$ cat src/rtl/tsc_pkg.sv
// -----------------------------------------------------------------------------
// tsc_pkg
// Shared constants, widths and state encoding for the tsc_ctrl sampling
// controller and its serialiser.
//
// Build option:
//   TSC_PARITY_EN - when defined, every serial byte is followed by one
//                   even-parity bit (9-bit frames); otherwise 8-bit frames.
// -----------------------------------------------------------------------------
package tsc_pkg;

    localparam int DEPTH      = 32;   // ring-buffer entries, power of 2
    localparam int POST_CNT   = 16;   // samples kept after the trigger sample
    localparam int SAMPLE_DIV = 8;    // min cycles between req rising edges
    localparam int TIMEOUT    = 15;   // max cycles to wait for rdy
    localparam int HOLD_MIN   = 2;    // min cycles in WAIT before rdy is trusted

    localparam int PTR_W = $clog2(DEPTH);

`ifdef TSC_PARITY_EN
    localparam int FRAME_BITS = 9;
`else
    localparam int FRAME_BITS = 8;
`endif

    localparam int BIT_W  = $clog2(FRAME_BITS);
    localparam int HOLD_W = $clog2(TIMEOUT);
    localparam int DIV_W  = $clog2(SAMPLE_DIV);
    localparam int POST_W = $clog2(POST_CNT + 1);

    typedef enum logic [2:0] {
        IDLE  = 3'd0,
        ARST  = 3'd1,
        REQ   = 3'd2,
        WAIT  = 3'd3,
        STORE = 3'd4,
        GAP   = 3'd5,
        XMIT  = 3'd6,
        DONE  = 3'd7
    } tsc_state_e;

endpackage

$ cat src/rtl/tsc_ser.sv
// -----------------------------------------------------------------------------
// tsc_ser
// Parallel-to-serial shifter for the buffer dump. Sends DEPTH bytes MSB first,
// one bit per clock, asking for each byte by index through byte_idx_o.
//
// Build option: TSC_PARITY_EN appends an even-parity bit after each byte.
//
// Ports:
//   clk_i       system clock
//   rst_i       synchronous active-high reset
//   load_i      start a new frame on the next cycle
//   flush_i     drop any frame in progress
//   byte_i      byte currently addressed by byte_idx_o
//   byte_idx_o  index (0..DEPTH-1) of the byte being shifted
//   sd_o        serial data
//   sd_vld_o    serial data qualifier
//   done_o      high during the final bit of the frame
// -----------------------------------------------------------------------------
module tsc_ser
    import tsc_pkg::*;
(
    input  logic             clk_i,
    input  logic             rst_i,
    input  logic             load_i,
    input  logic             flush_i,
    input  logic [7:0]       byte_i,
    output logic [PTR_W-1:0] byte_idx_o,
    output logic             sd_o,
    output logic             sd_vld_o,
    output logic             done_o
);

    logic             active_q, active_d;
    logic [BIT_W-1:0] bit_cnt_q, bit_cnt_d;
    logic [PTR_W-1:0] byte_idx_q, byte_idx_d;
    logic             last_bit, last_byte, sd_bit;

    assign last_bit  = (bit_cnt_q == '0);
    assign last_byte = (byte_idx_q == PTR_W'(DEPTH - 1));

`ifdef TSC_PARITY_EN
    // bit_cnt 8..1 carry data bits 7..0, bit_cnt 0 carries the parity bit
    logic [2:0] bit_sel;
    assign bit_sel = 3'(bit_cnt_q - BIT_W'(1));
    assign sd_bit  = last_bit ? (^byte_i) : byte_i[bit_sel];
`else
    assign sd_bit  = byte_i[bit_cnt_q];
`endif

    always_comb begin
        active_d   = active_q;
        bit_cnt_d  = bit_cnt_q;
        byte_idx_d = byte_idx_q;
        if (flush_i) begin
            active_d   = 1'b0;
            bit_cnt_d  = '0;
            byte_idx_d = '0;
        end else if (load_i) begin
            active_d   = 1'b1;
            bit_cnt_d  = BIT_W'(FRAME_BITS - 1);
            byte_idx_d = '0;
        end else if (active_q) begin
            if (last_bit) begin
                bit_cnt_d  = BIT_W'(FRAME_BITS - 1);
                byte_idx_d = byte_idx_q + PTR_W'(1);
                if (last_byte) begin
                    active_d = 1'b0;
                end
            end else begin
                bit_cnt_d = bit_cnt_q - BIT_W'(1);
            end
        end
    end

    always_ff @(posedge clk_i) begin
        if (rst_i) begin
            active_q   <= 1'b0;
            bit_cnt_q  <= '0;
            byte_idx_q <= '0;
        end else begin
            active_q   <= active_d;
            bit_cnt_q  <= bit_cnt_d;
            byte_idx_q <= byte_idx_d;
        end
    end

    assign byte_idx_o = byte_idx_q;
    assign sd_o       = active_q & sd_bit;
    assign sd_vld_o   = active_q;
    assign done_o     = active_q & last_bit & last_byte;

endmodule

$ cat src/rtl/tsc_ctrl.sv
// -----------------------------------------------------------------------------
// tsc_ctrl
// ADC sampling controller: paces req/rdy/dat conversions into a DEPTH-entry
// ring buffer, arms on the first sample strictly above trig_lvl_i, keeps
// POST_CNT more samples, then dumps the whole buffer oldest-first on sd_o.
//
// Build option: TSC_PARITY_EN (see tsc_ser) selects 9-bit serial frames.
//
// state | meaning
// IDLE  | waiting for start_i
// ARST  | one-cycle ADC reset pulse
// REQ   | raise req, clear hold counter, restart sample pacing
// WAIT  | req held, wait for rdy after HOLD_MIN cycles or time out
// STORE | write sample, evaluate trigger / post-trigger count
// GAP   | req low until SAMPLE_DIV cycles since last REQ
// XMIT  | serial dump of the buffer
// DONE  | one quiet cycle before IDLE
//
// Ports:
//   clk_i, rst_i   clock, synchronous active-high reset
//   start_i        begin acquisition (IDLE only)
//   abort_i        return to IDLE from any state
//   trig_lvl_i     trigger threshold
//   adc_rst_o      ADC reset pulse
//   req_o, rdy_i, dat_i   ADC handshake
//   busy_o, trd_o, err_o  status
//   sd_o, sd_vld_o        serial dump
// -----------------------------------------------------------------------------
module tsc_ctrl
    import tsc_pkg::*;
(
    input  logic       clk_i,
    input  logic       rst_i,
    input  logic       start_i,
    input  logic       abort_i,
    input  logic [7:0] trig_lvl_i,
    output logic       adc_rst_o,
    output logic       req_o,
    input  logic       rdy_i,
    input  logic [7:0] dat_i,
    output logic       busy_o,
    output logic       trd_o,
    output logic       err_o,
    output logic       sd_o,
    output logic       sd_vld_o
);

    tsc_state_e        state_q, state_d;
    logic [HOLD_W-1:0] hold_q, hold_d;
    logic [DIV_W-1:0]  div_q, div_d;
    logic [POST_W-1:0] post_q, post_d;
    logic [PTR_W-1:0]  wr_ptr_q, wr_ptr_d;
    logic [PTR_W-1:0]  rd_ptr_q, rd_ptr_d;
    logic [7:0]        smp_q, smp_d;
    logic              trd_q, trd_d;
    logic              err_q, err_d;
    logic [7:0]        mem_q [DEPTH];
    logic              mem_we, mem_clr, ser_load, ser_done;
    logic [PTR_W-1:0]  byte_idx, rd_addr;

    always_ff @(posedge clk_i) begin
        if (rst_i) begin
            state_q  <= IDLE;
            hold_q   <= '0;
            div_q    <= '0;
            post_q   <= '0;
            wr_ptr_q <= '0;
            rd_ptr_q <= '0;
            smp_q    <= '0;
            trd_q    <= 1'b0;
            err_q    <= 1'b0;
        end else begin
            state_q  <= state_d;
            hold_q   <= hold_d;
            div_q    <= div_d;
            post_q   <= post_d;
            wr_ptr_q <= wr_ptr_d;
            rd_ptr_q <= rd_ptr_d;
            smp_q    <= smp_d;
            trd_q    <= trd_d;
            err_q    <= err_d;
        end
    end

    always_ff @(posedge clk_i) begin
        if (rst_i || mem_clr) begin
            for (int i = 0; i < DEPTH; i++) begin
                mem_q[i] <= 8'h00;
            end
        end else if (mem_we) begin
            mem_q[wr_ptr_q] <= smp_q;
        end
    end

    always_comb begin
        state_d  = state_q;
        hold_d   = hold_q;
        // pacing counter free-runs down to zero once loaded in REQ
        div_d    = (div_q != '0) ? div_q - DIV_W'(1) : div_q;
        post_d   = post_q;
        wr_ptr_d = wr_ptr_q;
        rd_ptr_d = rd_ptr_q;
        smp_d    = smp_q;
        trd_d    = trd_q;
        err_d    = err_q;
        mem_we   = 1'b0;
        mem_clr  = 1'b0;
        ser_load = 1'b0;
        if (abort_i) begin
            state_d = IDLE;
        end else begin
            unique case (state_q)
                IDLE: begin
                    if (start_i) begin
                        mem_clr  = 1'b1;
                        wr_ptr_d = '0;
                        trd_d    = 1'b0;
                        err_d    = 1'b0;
                        state_d  = ARST;
                    end
                end
                ARST: state_d = REQ;
                REQ: begin
                    hold_d  = '0;
                    div_d   = DIV_W'(SAMPLE_DIV - 1);
                    state_d = WAIT;
                end
                WAIT: begin
                    // rdy may still be high from the previous conversion
                    if (rdy_i && (hold_q >= HOLD_W'(HOLD_MIN))) begin
                        smp_d   = dat_i;
                        state_d = STORE;
                    end else if (hold_q == HOLD_W'(TIMEOUT - 1)) begin
                        err_d   = 1'b1;
                        state_d = IDLE;
                    end else begin
                        hold_d = hold_q + HOLD_W'(1);
                    end
                end
                STORE: begin
                    mem_we   = 1'b1;
                    wr_ptr_d = wr_ptr_q + PTR_W'(1);
                    state_d  = GAP;
                    if (!trd_q) begin
                        if (smp_q > trig_lvl_i) begin
                            trd_d  = 1'b1;
                            post_d = POST_W'(POST_CNT);
                        end
                    end else begin
                        post_d = post_q - POST_W'(1);
                        if (post_q == POST_W'(1)) begin
                            // slot after the newest sample holds the oldest one
                            rd_ptr_d = wr_ptr_q + PTR_W'(1);
                            ser_load = 1'b1;
                            state_d  = XMIT;
                        end
                    end
                end
                GAP: begin
                    if (div_q <= DIV_W'(1)) begin
                        state_d = REQ;
                    end
                end
                XMIT: begin
                    if (ser_done) begin
                        state_d = DONE;
                    end
                end
                DONE: state_d = IDLE;
                default: state_d = IDLE;
            endcase
        end
    end

    always_comb begin
        busy_o    = (state_q != IDLE);
        adc_rst_o = (state_q == ARST);
        req_o     = (state_q == REQ) || (state_q == WAIT) || (state_q == STORE);
        trd_o     = trd_q;
        err_o     = err_q;
    end

    assign rd_addr = rd_ptr_q + byte_idx;

    tsc_ser u_ser (
        .clk_i      (clk_i),
        .rst_i      (rst_i),
        .load_i     (ser_load),
        .flush_i    (abort_i),
        .byte_i     (mem_q[rd_addr]),
        .byte_idx_o (byte_idx),
        .sd_o       (sd_o),
        .sd_vld_o   (sd_vld_o),
        .done_o     (ser_done)
    );

endmodule
$ cat config.mk
export PLATFORM = sky130hd
export DESIGN_NAME = tsc_ctrl
export DESIGN_NICKNAME = d
export VERILOG_FILES = /design/src/rtl/tsc_pkg.sv /design/src/rtl/tsc_ser.sv /design/src/rtl/tsc_ctrl.sv
export SDC_FILE = /design/constraint.sdc
export NUM_CORES = 1
export LEC_CHECK = 0
export CAP_MARGIN = 10
export CORE_MARGIN = 5
export CORE_UTILIZATION = 54
export CTS_CLUSTER_DIAMETER = 150
export CTS_CLUSTER_SIZE = 12
export DETAILED_ROUTE_END_ITERATION = 8
export GPL_TIMING_DRIVEN = 0
export PLACE_DENSITY = 0.81
export SETUP_SLACK_MARGIN = 0.02
export SYNTH_ARGS = -nofsm -noshare
export SYNTH_HDL_FRONTEND = slang
export SYNTH_SLANG_ARGS = --single-unit
$ cat constraint.sdc
create_clock -name clk_i -period 4.5 [get_ports clk_i]
set_input_delay 0.675 -clock clk_i [delete_from_list [all_inputs] [get_ports clk_i]]
set_output_delay 0.675 -clock clk_i [all_outputs]
set_load 0.02 [all_outputs]
# Word-level counts from Yosys, hierarchy flattened
# Memories as Yosys holds them, arrays and structs flattened.
# Cells that the tools add are included.
op_classes:
  n_eq_ne: 17
  magnitude_cmp: 4
  muxes: 51
  n_bitwise: 4
  reduce_logical: 24
  add_sub_neg: 7
ops:
  columns: ["operator", "count"]
  rows:
  - ["$mux 3", 11]
  - ["$mux 1", 25]
  - ["$pmux 3 s8", 1]
  - ["$mux 5", 4]
  - ["$eq 3x3->1 const B", 4]
  - ["$ne 2x2->1 const B", 6]
  - ["$reduce_and 4->1", 3]
  - ["$add 5x1->5 const B", 2]
  - ["$pmux 5 s2", 1]
  - ["$reduce_bool 2->1", 5]
  - ["$reduce_and 3->1", 3]
  - ["$gt 8x8->1", 1]
  - ["$mux 4", 2]
  - ["$mux 8", 1]
  - ["$pmux 4 s2", 1]
  - ["$reduce_or 8->1", 1]
  - ["$eq 3x2->1 const B", 2]
  - ["$logic_not 3->1", 2]
  - ["$reduce_bool 3->1", 2]
  - ["$sub 3x1->3 const B", 2]
  - ["$add 5x5->5", 1]
  - ["$eq 5x1->1 const B", 1]
  - ["$eq 5x5->1 const B", 1]
  - ["$reduce_and 5->1", 1]
  - ["18 further kinds", 24]
totals:
  input_bits: 21
  out_inout_bits: 7
  ff_bits: 44
  mem_count: 1
  ramBits: 256
mem_list:
  columns: ["memory", "words", "word_bits", "read_ports", "rd_clocked_by_memory_dff", "wr", "line", "source"]
  rows:
  - ["mem_q", 32, 8, 1, 0, 32, "tsc_ctrl.sv:57", "logic [7:0] mem_q [DEPTH];"]

# Longest topological paths before layout
depth:
  ltp_word: 8
  mapped_depth: 13

# Hierarchy
# From an unflattened synthesis, not the netlist that was laid out.
unflattened:
  cells_unflattened: 1090
  hier_area_um2: 14666.6
modules_own_cells:
  columns: ["module", "area_each_um2", "seq_area_each_um2", "n_inst", "cells_each"]
  rows:
  - ["tsc_ctrl", 14142.3, 8388.0, 1, 1035]
  - ["tsc_ser", 524.3, 180.2, 1, 55]

# Worst setup path after synthesis
# OpenSTA, ideal clock, no wires.
synth_timing:
  path_kind: "register to output"
  start: "reg u_ser.byte_idx_q[0] (netlist: u_ser.byte_idx_o[0])"
  end: "out sd_o"
  path_slack_ps: 890
  path_stages_with_launch: 14
  t_arrival_ps: 2935
  path_cell_list: "dfxtp_1 -> ha_1 -> inv_1 -> fa_1 -> xnor2_2 -> buf_2 -> buf_2 -> clkbuf_1 -> nand2_1 -> nand4_1 -> o21ai_0 -> o2111ai_1 -> o311ai_0 -> a211oi_2"
synth_between:
  elab_chain_len: 5
synth_lines:
  columns: ["item", "line", "source"]
  rows:
  - ["from (decl)", "tsc_ser.sv:35", "logic [PTR_W-1:0] byte_idx_q, byte_idx_d;"]
  - ["from (signal assigned)", "tsc_ser.sv:83", "byte_idx_q <= byte_idx_d;"]
  - ["$add 5x5->5", "tsc_ctrl.sv:183", "assign rd_addr = rd_ptr_q + byte_idx;"]
  - ["$mem_v2 32x8", null, null]
  - ["$bmux 1 s3", "tsc_ser.sv:47", "assign sd_bit = byte_i[bit_cnt_q];"]
  - ["$mux 1 (implied by the code)", "tsc_ser.sv:47", null]
  - ["$and 1x1->1", "tsc_ser.sv:88", "assign sd_o = active_q & sd_bit;"]
  - ["to (decl)", "tsc_ctrl.sv:44", "output logic sd_o,"]
# No other way between the ends. The select of a mux whose other input is x is not followed.

# Worst setup path after layout
layout_timing:
  start: "reg rd_ptr_q[0]"
  end: "out sd_o"
layout_between:
  elab_chain_len: 5
layout_lines:
  columns: ["item", "line", "source"]
  rows:
  - ["from (decl)", "tsc_ctrl.sv:53", "logic [PTR_W-1:0] rd_ptr_q, rd_ptr_d;"]
  - ["from (signal assigned)", "tsc_ctrl.sv:78", "rd_ptr_q <= rd_ptr_d;"]
  - ["$add 5x5->5", "tsc_ctrl.sv:183", null]
  - ["$mem_v2 32x8", null, null]
  - ["$bmux 1 s3", "tsc_ser.sv:47", null]
  - ["$mux 1 (implied by the code)", "tsc_ser.sv:47", null]
  - ["$and 1x1->1", "tsc_ser.sv:88", null]
# No other way between the ends. The select of a mux whose other input is x is not followed.

==> results.md <==
GRT:
- The met3 demand-to-capacity share in global routing is 6.24%.
- The total overflow left after global routing is 0.
- The fraction of met1 tracks used by global routing is 32.9%.
- The first-pass GRT wire length is 58900 um.
- The busiest metal layer after global routing is met2.
- The via count of the first global-routing pass came to 9926.
- The routing usage on met2 is 41.2%.
- The largest net degree at the start of global routing is 14.
- The number of antenna violations at the first check in global routing is 2.
- The global router's overall resource usage is 25.7%.

Power and ir drop:
- The switching power summed over all nets is 1.19 mW.
- The leakage power is 5.96 nW.
- In this run, the combinational gates consume 5.6% of the power.
- The peak ir drop on the vdd network is 0.273 mV.
- The total internal power is 4.44 mW.
- The power density over cell area is 342 mW/mm^2.
- The share of total power dissipated in the clock network is 37.7%.
- The part of the total power dissipated in sequential elements is 56.7%.
- Overall power consumption after layout is estimated at 5.63 mW.
- The switching power share of the total is 21.2%.

Critical path:
- Counting cells, the worst reg-to-reg path comes to 9.
- Counting stages on the worst path, the most repeated cell is buf_8.
- The data arrival at the endpoint of the critical path is 3.79 ns.
- The required time reported for the critical path endpoint is 3.83 ns.
- The worst reg2reg path startpoint is state_q[0].
- The largest incremental delay on the critical path is 0.54 ns.
- The most critical setup path has its startpoint at rd_ptr_q[0].
- The class of the most critical setup path is register to primary output.
- The worst-path maximum fanout is 10.
- The endpoint identified for the worst register-to-register timing path is mem_q[25][5].
- The slowest cell on the critical path is fa_2.
- STA classifies the critical path startpoint as a register.
- For flop-to-flop paths, the worst setup slack is 0.24 ns.
- Traced cell by cell, the critical path runs through ha_4 -> inv_2 -> fa_2 -> buf_4 -> buf_8 -> buf_8 -> buf_8 -> mux4_2 -> nand2_1 -> a311oi_1 -> o311ai_2 -> a211oi_4 -> buf_6.
- STA classifies the critical path endpoint as a primary output.

Yosys:
- The count of warnings emitted by yosys is 0.
- The net count after synthesis is 1192.
- The commonest register cell after synthesis is edfxtp_1.
- The post-synthesis instance total is 1143.
- The synthesized design contains 256 enable-type register cells.
- After synthesis, the share of flip-flops with an asynchronous set or reset is 0%.
- The average instance area after synthesis is 12.8 sq um.
- The share of the Yosys chip area taken by registers is 58.8%.
- The synthesis-stage register bit count is 300.
- The count of cell types in the netlist is 64.
- The cell area after technology mapping is 0.0146 sq mm.

Floorplan:
- The floorplan step defined a die boundary enclosing 0.0304 sq mm.
- The die is 174 um tall.
- The initial utilization of the core area, before any placement, comes to 54.4%.
- Pin placement for this block handled 28 I/O pins.
- The floorplan has 60 rows.
- The floorplan step defined a core boundary enclosing 0.0268 sq mm.
- From left edge to right edge, the die measures 174 um.

STA:
- The number of slew-limit violations in the final report is 0.
- The largest clock skew in the final design is 0.0121 ns.
- The final cycle utilization of the critical path is 99.1%.
- The number of failing hold endpoints at the final stage is 0.
- For the pin with the worst max-slew slack, the measured transition is 1.22 ns.
- The post-route minimum period is 4.46 ns.
- The final sum of negative setup slack is 0 ns.
- Timing would allow up to 224 MHz.
- The total setup violations reported at the end of the flow is 0.
- In this run the tightest slew margin relative to its limit is 18.0%.
- Setup repair after global routing could not meet its margin everywhere.
- Hold is met by 0.501 ns.

Drt:
- After detailed routing, the number of vias per cell comes to 6.29.
- The total iterations of the first detailed-routing run is 6.
- After the first detailed-routing iteration, the DRC count stood at 1311.
- The wire length reported by the detailed router is 39600 um.
- The number of design rule violations left after detail routing is 0.
- The routed layout has 9955 vias.
- In the final routed layout, each cell accounts on average for 25.0 um.
- The count of nets left with antenna violations after detail routing is 0.

Status:
- The run finished with clean final reports.

Placed design:
- The HPWL after detailed placement is 26700 um.
- The quantity of I/O buffers inserted on ports is 26.
- The final estimated routing congestion in global placement is 0.989.
- After detailed placement, the design holds a cell count of 1521.

Clocking:
- The clock slew at the register clock pins of the worst setup and hold paths is 0.07 ns.
- The quantity of hold-fixing buffers added after cts is 0.
- The clock passes through at most 3 buffers.
- The tree built by TritonCTS fans out to 300 sinks.
- In this run the number of H-tree levels came out at 1.
- TritonCTS built the clock tree.
- CTS placed an instance of clkbuf_16 at the clock tree root.
- The number of buffers added by the clock tree synthesis step is 28.
- The clock latency on the worst-skew pair is 0.54 ns.

Min path:
- The worst hold path was traced through 2 stages.
- The worst min-delay path category is register to register.
- The hold path startpoint is smp_q[0].
- The path with the worst hold slack has its endpoint at smp_q[0].

Finish:
- In the final design database the tool counted 1281 nets.
- The layout has 1997 filler cells.
- In the final layout, the share of cells above drive strength 1 is 13.3%.
- The area added between synthesis and finish is 12.8%.
- The multi-input combinational cells in the finished layout cover a total of 0.00562 sq mm.
- The flip-flop and latch area is 0.00858 sq mm.
- The finished layout holds 1583 standard cells, fillers aside.

Run:
- The number of violations of the max-capacitance limit is 0.
cell type report:
| cell class | instances | area share [%] |
|---|---|---|
| multi-input combinational | 735 | 34.1 |
| tap | 341 | 2.59 |
| clock buffer | 39 | 4.64 |
| timing repair buffer | 59 | 3.11 |
| sequential | 300 | 52.1 |
| buffer | 82 | 2.78 |
| antenna | 1 | 0.0152 |
| inverter | 26 | 0.593 |
power by group through the flow:
stage	combinational (mW)	clock [mW]	sequential, mW
final	0.315	2.12	3.19
after global routing	0.337	2.23	3.20
after CTS	0.297	2.11	3.20
after detailed placement	0.295	0	3.25
after global placement	0.277	0	3.25
after floorplan	0.192	0	3.23
critical path: cells and delay by family, from the launching register on:
family                   cells  cell delay, ns
buffers and inverters        6            1.05
AO/OA/AOI/OAI                3            0.81
adder cells (fa/ha/maj)      2            0.68
flip-flops                   1            0.37
multiplexers                 1            0.25
AND/OR/NAND/NOR              1            0.07
metrics by stage:
step | cell area [sq um] | setup WS [ns] | utilization [%]
final | 16400 | 0.0392 | 61.4
after floorplan | 14600 | 0.890 | -
after global placement | 15300 | -0.939 | 57.0
after CTS | 16200 | 0.0211 | 60.5
after detailed placement | 15300 | -0.980 | 57.2
after global routing | 16400 | -0.00861 | 61.4
cell usage in the layout (no fill, tap or decap), types with 3 or more instances in the layout:
cell / Yosys / final
edfxtp_1: 256 / 256
a22oi_1: 4 / 4
nor2_1: 87 / 87
buf_6: 1 / 8
clkdlybuf4s50_1: 0 / 25
mux4_1: 10 / 4
nand2_1: 59 / 59
and2_1: 227 / 227
and3_1: 5 / 5
mux4_2: 53 / 59
ha_1: 27 / 26
o32ai_1: 4 / 4
nor2b_1: 8 / 8
clkbuf_16: 0 / 30
buf_4: 2 / 13
dfxtp_1: 44 / 42
o21a_1: 4 / 4
o21ai_0: 47 / 44
nand2b_1: 3 / 3
a2111oi_0: 3 / 3
xor2_1: 5 / 5
nand3b_1: 7 / 7
buf_2: 13 / 12
a21oi_1: 33 / 32
o21ai_1: 0 / 3
clkbuf_1: 64 / 71
nand4_1: 8 / 8
buf_8: 0 / 4
inv_1: 26 / 25
nand3_1: 19 / 19
xnor2_1: 5 / 5
nor3b_1: 3 / 3
nor3_1: 38 / 38
or3_1: 7 / 7
a31oi_1: 7 / 7
mux2i_1: 25 / 24
clkbuf_4: 0 / 13
sequential cells by signal (all words and copies together) (netlist names), 3 cells and up:
register and cells:
u_ser.byte_idx_o 5, u_ser.bit_cnt_q 3, hold_q 4, mem_q 256
state_q 3, div_q 3, wr_ptr_q 5, rd_ptr_q 5
smp_q 8, post_q 5
synthesized netlist by cell type, types with 4 or more instances:
| master | n | area [sq um] |
|---|---|---|
| inv_1 | 26 | 97.6 |
| nand4_1 | 8 | 50.1 |
| nand2_1 | 59 | 221 |
| nor2b_1 | 8 | 50.1 |
| ha_1 | 27 | 338 |
| a31oi_1 | 7 | 43.8 |
| xor2_1 | 5 | 43.8 |
| xnor2_1 | 5 | 43.8 |
| mux2i_1 | 25 | 250 |
| nor3_1 | 38 | 190 |
| clkbuf_1 | 64 | 240 |
| nand3b_1 | 7 | 52.6 |
| dfxtp_1 | 44 | 881 |
| or3_1 | 7 | 43.8 |
| mux4_2 | 53 | 1190 |
| o21a_1 | 4 | 30.0 |
| nor2_1 | 87 | 327 |
| mux4_1 | 10 | 263 |
| o32ai_1 | 4 | 35.0 |
| a22oi_1 | 4 | 30.0 |
| o21ai_0 | 47 | 235 |
| buf_2 | 13 | 65.1 |
| nand3_1 | 19 | 95.1 |
| a21oi_1 | 33 | 165 |
| and3_1 | 5 | 31.3 |
| edfxtp_1 | 256 | 7690 |
| and2_1 | 227 | 1420 |
layer usage:
layer | share of wire [%] | vias to the layer above | wire length [um]
met5 | 0 | - | 0
met4 | 6.2 | 0 | 2480
met3 | 12 | 168 | 4630
met2 | 46 | 667 | 18400
met1 | 36 | 4782 | 14200
li1 | - | 4338 | -
kinds of logic after synthesis:
logic type / after synthesis / synth area share (%)
compound gates: 126 / 5.34
xor+xnor: 12 / 0.824
fa+ha+maj: 28 / 2.45
mux: 89 / 11.8
simple gates: 480 / 17.8
buf+inv: 108 / 3.06
flops: 300 / 58.8
worst max path at each step:
| stage | slack [ns] | to |
|---|---|---|
| 2_1_floorplan | 0.89 | sd_o |
| 3_3_place_gp | -0.94 | sd_o |
| 3_5_place_dp | -0.98 | sd_o |
| 4_1_cts | 0.02 | sd_o |
| 5_1_grt | -0.009 | sd_o |
| 6_report | 0.04 | sd_o |
what timing repair did:
| item | in CTS | in global routing |
|---|---|---|
| gates cloned | 0 | 1 |
| setup buffers | 1 | 3 |
| pin swaps | 2 | 5 |
| endpoints found under the setup margin | 1 | 1 |
| hold endpoints to repair | 0 | 0 |
| resized for setup | 42 | 29 |
(Power assumes the default switching activity.)
